`config.mk`:
```
export PLATFORM = sky130hd
export DESIGN_NAME = spi_cfg_controller_flat
export DESIGN_NICKNAME = d
export VERILOG_FILES = /design/src/rtl/spi_cfg_controller_if.sv /design/src/rtl/spi_cfg_controller.sv /design/src/flat_wrapper.sv
export SDC_FILE = /design/constraint.sdc
export NUM_CORES = 1
export LEC_CHECK = 0
export ABC_AREA = 0
export BUFFER_PORTS_ARGS = -buffer_cell sky130_fd_sc_hd__buf_2
export CAP_MARGIN = 20
export CORE_ASPECT_RATIO = 0.9
export CORE_MARGIN = 1.5
export CORE_UTILIZATION = 49
export DETAILED_ROUTE_END_ITERATION = 16
export HOLD_SLACK_MARGIN = 0.02
export PLACE_DENSITY = 0.7
export SYNTH_ARGS = -nofsm -noshare
export SYNTH_HDL_FRONTEND = slang
export SYNTH_SLANG_ARGS = --single-unit
```
`constraint.sdc`:
```
create_clock -name clk -period 2.7 [get_ports clk]
set_input_delay 0.27 -clock clk [delete_from_list [all_inputs] [get_ports clk]]
set_output_delay 0.27 -clock clk [all_outputs]
set_load 0.005 [all_outputs]
```
`src/rtl/spi_cfg_controller_if.sv`:
```
// Request/serial bus bundle for spi_cfg_controller.
// master: the controller side (takes write requests, drives the SPI pins).
// slave : the requester/peripheral side.
interface spi_cfg_controller_if;
  logic       req0;
  logic       req1;
  logic [6:0] addr0;
  logic [6:0] addr1;
  logic [7:0] data0;
  logic [7:0] data1;
  logic       ack0;
  logic       ack1;
  logic       busy;
  logic       done;
  logic       SCLK;
  logic       nCS;
  logic       COPI;

  modport master (
    input  req0, req1, addr0, addr1, data0, data1,
    output ack0, ack1, busy, done, SCLK, nCS, COPI
  );

  modport slave (
    output req0, req1, addr0, addr1, data0, data1,
    input  ack0, ack1, busy, done, SCLK, nCS, COPI
  );
endinterface

```
`src/rtl/spi_cfg_controller.sv`:
```
// Two-requester SPI register-write controller (mode 0, 16-bit frames:
// 1'b1, addr[6:0], data[7:0], MSB first).
// Optional macro SPI_CFG_RR_ARB_EN: round-robin arbitration between the two
// requesters; when undefined, requester 0 has fixed priority.
module spi_cfg_controller #(
  parameter int unsigned CLK_DIV    = 4,
  parameter int unsigned GAP_CYCLES = 4
) (
  input logic           clk,
  input logic           rst,
  spi_cfg_controller_if.master bus
);

  localparam logic [1:0] S_IDLE  = 2'd0;
  localparam logic [1:0] S_SETUP = 2'd1;
  localparam logic [1:0] S_SHIFT = 2'd2;
  localparam logic [1:0] S_GAP   = 2'd3;

  localparam logic [7:0] DIV_LAST = 8'(CLK_DIV - 1);
  localparam logic [7:0] GAP_LAST = 8'(GAP_CYCLES - 1);

  logic [1:0]  r_state;
  logic [7:0]  r_div;
  logic [4:0]  r_bitcnt;
  logic [14:0] r_shift;
  logic        r_sclk;
  logic        r_ncs;
  logic        r_copi;
  logic        r_ack0;
  logic        r_ack1;
  logic        r_busy;
  logic        r_done;
`ifdef SPI_CFG_RR_ARB_EN
  logic        r_prio;
`endif

  logic        w_grant_any;
  logic        w_grant1;
  logic [15:0] w_frame;

  // Arbitration and frame assembly for the requester that would be granted now
  always_comb begin
    w_grant_any = bus.req0 || bus.req1;
`ifdef SPI_CFG_RR_ARB_EN
    // r_prio=1 means requester 1 was not granted last and wins a tie
    w_grant1 = bus.req1 && (!bus.req0 || r_prio);
`else
    w_grant1 = bus.req1 && !bus.req0;
`endif
    w_frame = w_grant1 ? {1'b1, bus.addr1, bus.data1}
                       : {1'b1, bus.addr0, bus.data0};
  end

  // Frame sequencer: IDLE -> SETUP -> SHIFT (16 bits) -> GAP -> IDLE
  always_ff @(posedge clk) begin
    if (rst) begin
      r_state  <= S_IDLE;
      r_div    <= '0;
      r_bitcnt <= '0;
      r_shift  <= '0;
      r_sclk   <= 1'b0;
      r_ncs    <= 1'b1;
      r_copi   <= 1'b0;
      r_ack0   <= 1'b0;
      r_ack1   <= 1'b0;
      r_busy   <= 1'b0;
      r_done   <= 1'b0;
`ifdef SPI_CFG_RR_ARB_EN
      r_prio   <= 1'b0;
`endif
    end else begin
      r_ack0 <= 1'b0;
      r_ack1 <= 1'b0;
      r_done <= 1'b0;
      case (r_state)
        S_IDLE: begin
          if (w_grant_any) begin
            r_ack0   <= !w_grant1;
            r_ack1   <= w_grant1;
            r_copi   <= w_frame[15];
            r_shift  <= w_frame[14:0];
            r_ncs    <= 1'b0;
            r_busy   <= 1'b1;
            r_div    <= '0;
            r_bitcnt <= '0;
            r_state  <= S_SETUP;
`ifdef SPI_CFG_RR_ARB_EN
            r_prio   <= !w_grant1;
`endif
          end
        end
        S_SETUP: begin
          if (r_div == DIV_LAST) begin
            r_div    <= '0;
            r_sclk   <= 1'b1;
            r_bitcnt <= r_bitcnt + 5'd1;
            r_state  <= S_SHIFT;
          end else begin
            r_div <= r_div + 8'd1;
          end
        end
        S_SHIFT: begin
          if (r_div != DIV_LAST) begin
            r_div <= r_div + 8'd1;
          end else begin
            r_div <= '0;
            if (r_sclk) begin
              // falling SCLK: present the next bit
              r_sclk  <= 1'b0;
              r_copi  <= r_shift[14];
              r_shift <= {r_shift[13:0], 1'b0};
            end else if (r_bitcnt == 5'd16) begin
              r_ncs   <= 1'b1;
              r_copi  <= 1'b0;
              r_done  <= 1'b1;
              r_state <= S_GAP;
            end else begin
              r_sclk   <= 1'b1;
              r_bitcnt <= r_bitcnt + 5'd1;
            end
          end
        end
        S_GAP: begin
          if (r_div == GAP_LAST) begin
            r_div   <= '0;
            r_busy  <= 1'b0;
            r_state <= S_IDLE;
          end else begin
            r_div <= r_div + 8'd1;
          end
        end
        default: r_state <= S_IDLE;
      endcase
    end
  end

  assign bus.ack0 = r_ack0;
  assign bus.ack1 = r_ack1;
  assign bus.busy = r_busy;
  assign bus.done = r_done;
  assign bus.SCLK = r_sclk;
  assign bus.nCS  = r_ncs;
  assign bus.COPI = r_copi;

endmodule
```
`src/flat_wrapper.sv`:
```
// flat-port wrapper written by rule: the top's interface ports become plain ports
module spi_cfg_controller_flat 
#(
  parameter int unsigned CLK_DIV    = 4,
  parameter int unsigned GAP_CYCLES = 4
)
  (clk, rst, bus_req0, bus_req1, bus_addr0, bus_addr1, bus_data0, bus_data1, bus_ack0, bus_ack1, bus_busy, bus_done, bus_SCLK, bus_nCS, bus_COPI);
  spi_cfg_controller_if bus_i ();
  input logic clk;
  input logic rst;
  input wire logic [$bits(bus_i.req0)-1:0] bus_req0;
  input wire logic [$bits(bus_i.req1)-1:0] bus_req1;
  input wire logic [$bits(bus_i.addr0)-1:0] bus_addr0;
  input wire logic [$bits(bus_i.addr1)-1:0] bus_addr1;
  input wire logic [$bits(bus_i.data0)-1:0] bus_data0;
  input wire logic [$bits(bus_i.data1)-1:0] bus_data1;
  output wire logic [$bits(bus_i.ack0)-1:0] bus_ack0;
  output wire logic [$bits(bus_i.ack1)-1:0] bus_ack1;
  output wire logic [$bits(bus_i.busy)-1:0] bus_busy;
  output wire logic [$bits(bus_i.done)-1:0] bus_done;
  output wire logic [$bits(bus_i.SCLK)-1:0] bus_SCLK;
  output wire logic [$bits(bus_i.nCS)-1:0] bus_nCS;
  output wire logic [$bits(bus_i.COPI)-1:0] bus_COPI;
  assign bus_i.req0 = bus_req0;
  assign bus_i.req1 = bus_req1;
  assign bus_i.addr0 = bus_addr0;
  assign bus_i.addr1 = bus_addr1;
  assign bus_i.data0 = bus_data0;
  assign bus_i.data1 = bus_data1;
  assign bus_ack0 = bus_i.ack0;
  assign bus_ack1 = bus_i.ack1;
  assign bus_busy = bus_i.busy;
  assign bus_done = bus_i.done;
  assign bus_SCLK = bus_i.SCLK;
  assign bus_nCS = bus_i.nCS;
  assign bus_COPI = bus_i.COPI;
  spi_cfg_controller #(.CLK_DIV(CLK_DIV), .GAP_CYCLES(GAP_CYCLES)) u_core (.clk(clk), .rst(rst), .bus(bus_i));
endmodule
```
==> out/metrics.yaml <==
setup_tns_ns: 0
wl_per_cell_um: 13.1
synth_top_flop_cell: "dfxtp_1"
synth_nets: 281
firstDrtPassIters: 4
synth.top_cells.by_area: "dfxtp_1 (35%), mux2_2 (7.4%), mux2i_1 (7.0%)"
antenna_found_initial: 0
slew_viol_final: 0
async_flop_share_pct: 0
crit_chain: "ha_1 > nor4b_4 > nand4_1 > a21o_1 > a32o_1"
power.density_nw_per_um2: 881
synth-seq-cells: 37
n_antenna_cell: 0
cts_tree: "done"
dr_total_vias: 1797
cap_violations: 0
ys_types: 43
crit_family: "compound AO/OA/AOI/OAI gates"
start_util_pct: 51.6
drc: 0
ant_nets: 0
setup_viol: 0
min_period_ns: 2.14
arrival_ns: 2.33
hold_viol_final: 0
synth_simple_gate_area_share_pct: 21.4
placement.io_buffers: 40
syn_area_um2: 2130
post_cts_resized: 0
finalPower_mw: 2.13
path_clk_slew_ns: 0.07
final_cell_mix: "buf_2 (40), dfxtp_1 (37), nand2_1 (25), nand2b_1 (17)"
tightest_slew_ns: 0.762
holdCritPathClass: "in2reg"
seq_area_frac_synth_pct: 34.8
crit_fanout: 15
finalNetCount: 317
synth_xor_area_share_pct: 2.47
synth_top_area_cell: "dfxtp_1"
wl_mm: 4.24
io_pins: 41
die_w_um: 72.5
synthMuxAreaShare_pct: 14.4
finalCritPeriodShare_pct: 79.4
cts_buffer_depth: 2
vdd_ir_drop_max_v: 0.000494
die_y_um: 65.6
start_kind: "flip-flop"
vias_per_cell: 5.55
cts_hold_buffers: 0
cts.sinks: 37
ys_warn_count: 0
synthAdderAreaFrac_pct: 4.70
max_clock_freq_mhz: 466
rsz0062_at_grt: "false"
status: "completed"
crit_buf_inv: 0
leakagePower_nw: 0.999
skew_ns: 0.00710
grt_first_pass_wirelength_mm: 7.45
critical-path-slowest-cell: "a21o_1"
core-area_um2: 4130
syn_area_per_cell_um2: 8.92
postSynthCellCount: 239
grt_max_degree: 36
grt_pass1_vias: 1587
relSlewSlack_pct: 49.2
endpoint_kind: "flip-flop"
grt_remaining_overflow: 0
drt-initial-drc-count: 113
worstSkewPairLatency_ns: 0.29
rows: 22
cts_setup_buffers: 0
required_ns: 2.89
path_class: "reg2reg"
gp_congestion: 0.758
cts_max_level: 2
fp.dieArea_um2: 4750
clockRootBuffer: "clkbuf_8"
grtUsageTotal_pct: 20.1
reg2reg_slack_ns: 0.56
cts_buffers: 5
areaGrowthSynthToFinish_pct: 13.6
synth_compound_area_share_pct: 16.7
dpl.hpwl_mm: 3.07
slowest_delay_ns: 0.47
netlist.area_leader.share_pct: 34.8
drive_gt1_share_pct: 25.4
synth_top_family_by_area: "simple AND/OR/NAND/NOR gates"
synth-edff-count: 0
layout_commonest_cell: "buf_2"
==> cells in the mapped netlist (2+ instances only) <==
| cell | n |
|---|---|
| a211oi_1 | 2 |
| o31ai_1 | 3 |
| ha_1 | 8 |
| nand2b_1 | 17 |
| o211ai_1 | 15 |
| inv_1 | 9 |
| and2_1 | 2 |
| nor2_1 | 12 |
| mux2_2 | 14 |
| clkbuf_1 | 9 |
| dfxtp_1 | 37 |
| nand4_1 | 7 |
| a21o_1 | 2 |
| a21oi_1 | 11 |
| a32o_1 | 2 |
| nor3_1 | 4 |
| nand3_1 | 5 |
| xor2_1 | 4 |
| mux2i_1 | 15 |
| and3_1 | 3 |
| buf_2 | 3 |
| nand2_1 | 25 |
| xnor2_1 | 2 |
| o21ai_0 | 6 |
| nor3b_1 | 2 |
| a211o_1 | 3 |
==> per-stage QoR <==
step | cells | cell area, um^2 | hold WS (ns) | setup WS [ns] | util (%)
3_5_place_dp | 316 | 2340 | 0.449 | 0.559 | 56.6
6_report | 324 | 2420 | 0.288 | 0.555 | 58.6
5_1_grt | 324 | 2420 | 0.297 | 0.382 | 58.6
4_1_cts | 324 | 2420 | 0.284 | 0.545 | 58.6
2_1_floorplan | 239 | 2130 | 0.416 | 0.756 | -
3_3_place_gp | 316 | 2340 | 0.443 | 0.629 | 56.6
==> report_power, final <==
group          switching (mW)  total (mW)  internal, mW  leakage [nW]
clock network           0.192       0.371         0.179        0.0450
registers              0.0756       0.773         0.697         0.303
logic                   0.552       0.988         0.435         0.651
total                   0.820        2.13          1.31         0.999
==> worst paths after layout <==
| check | startpoint | endpoint | cells after the start |
|---|---|---|---|
| max | u_core.r_div[0] | u_core.r_shift[0] | 5 |
| min | rst | u_core.r_bitcnt[0] | 2 |
| max reg2reg | u_core.r_div[0] | u_core.r_shift[0] | 5 |
| min reg2reg | u_core.r_shift[8] | u_core.r_shift[8] | 2 |
==> routing by layer <==
layer / track usage, % / wire (um)
met1: 28.5 / 2140
met2: 29.5 / 1850
met3: 5.98 / 186
met4: 4.95 / 61
met5: 0 / 0
==> state kept, by name, indices dropped and copies added, names as in the netlist, 2 cells and up <==
name and count:
u_core.r_bitcnt 5, u_core.r_div 8, u_core.r_shift 15, u_core.r_state 2
==> layout make-up <==
class / instances / area (um^2)
tap: 48 / 60.1
timing repair buffer: 44 / 230
inverter: 9 / 33.8
fill: 373 / 1710
clock buffer: 6 / 72.6
clock inverter: 2 / 10.0
multi-input combinational: 178 / 1270
sequential: 37 / 741
==> cells by family (layout without fill, tap and decap cells) <==
family	after synthesis	count (layout)
flip-flops	37	37
adder cells (fa/ha/maj)	8	8
AO/OA/AOI/OAI	51	51
multiplexers	29	29
XOR/XNOR	6	6
AND/OR/NAND/NOR	84	84
buffers and inverters	24	61
Note: power is estimated with default switching activity, not from simulation.
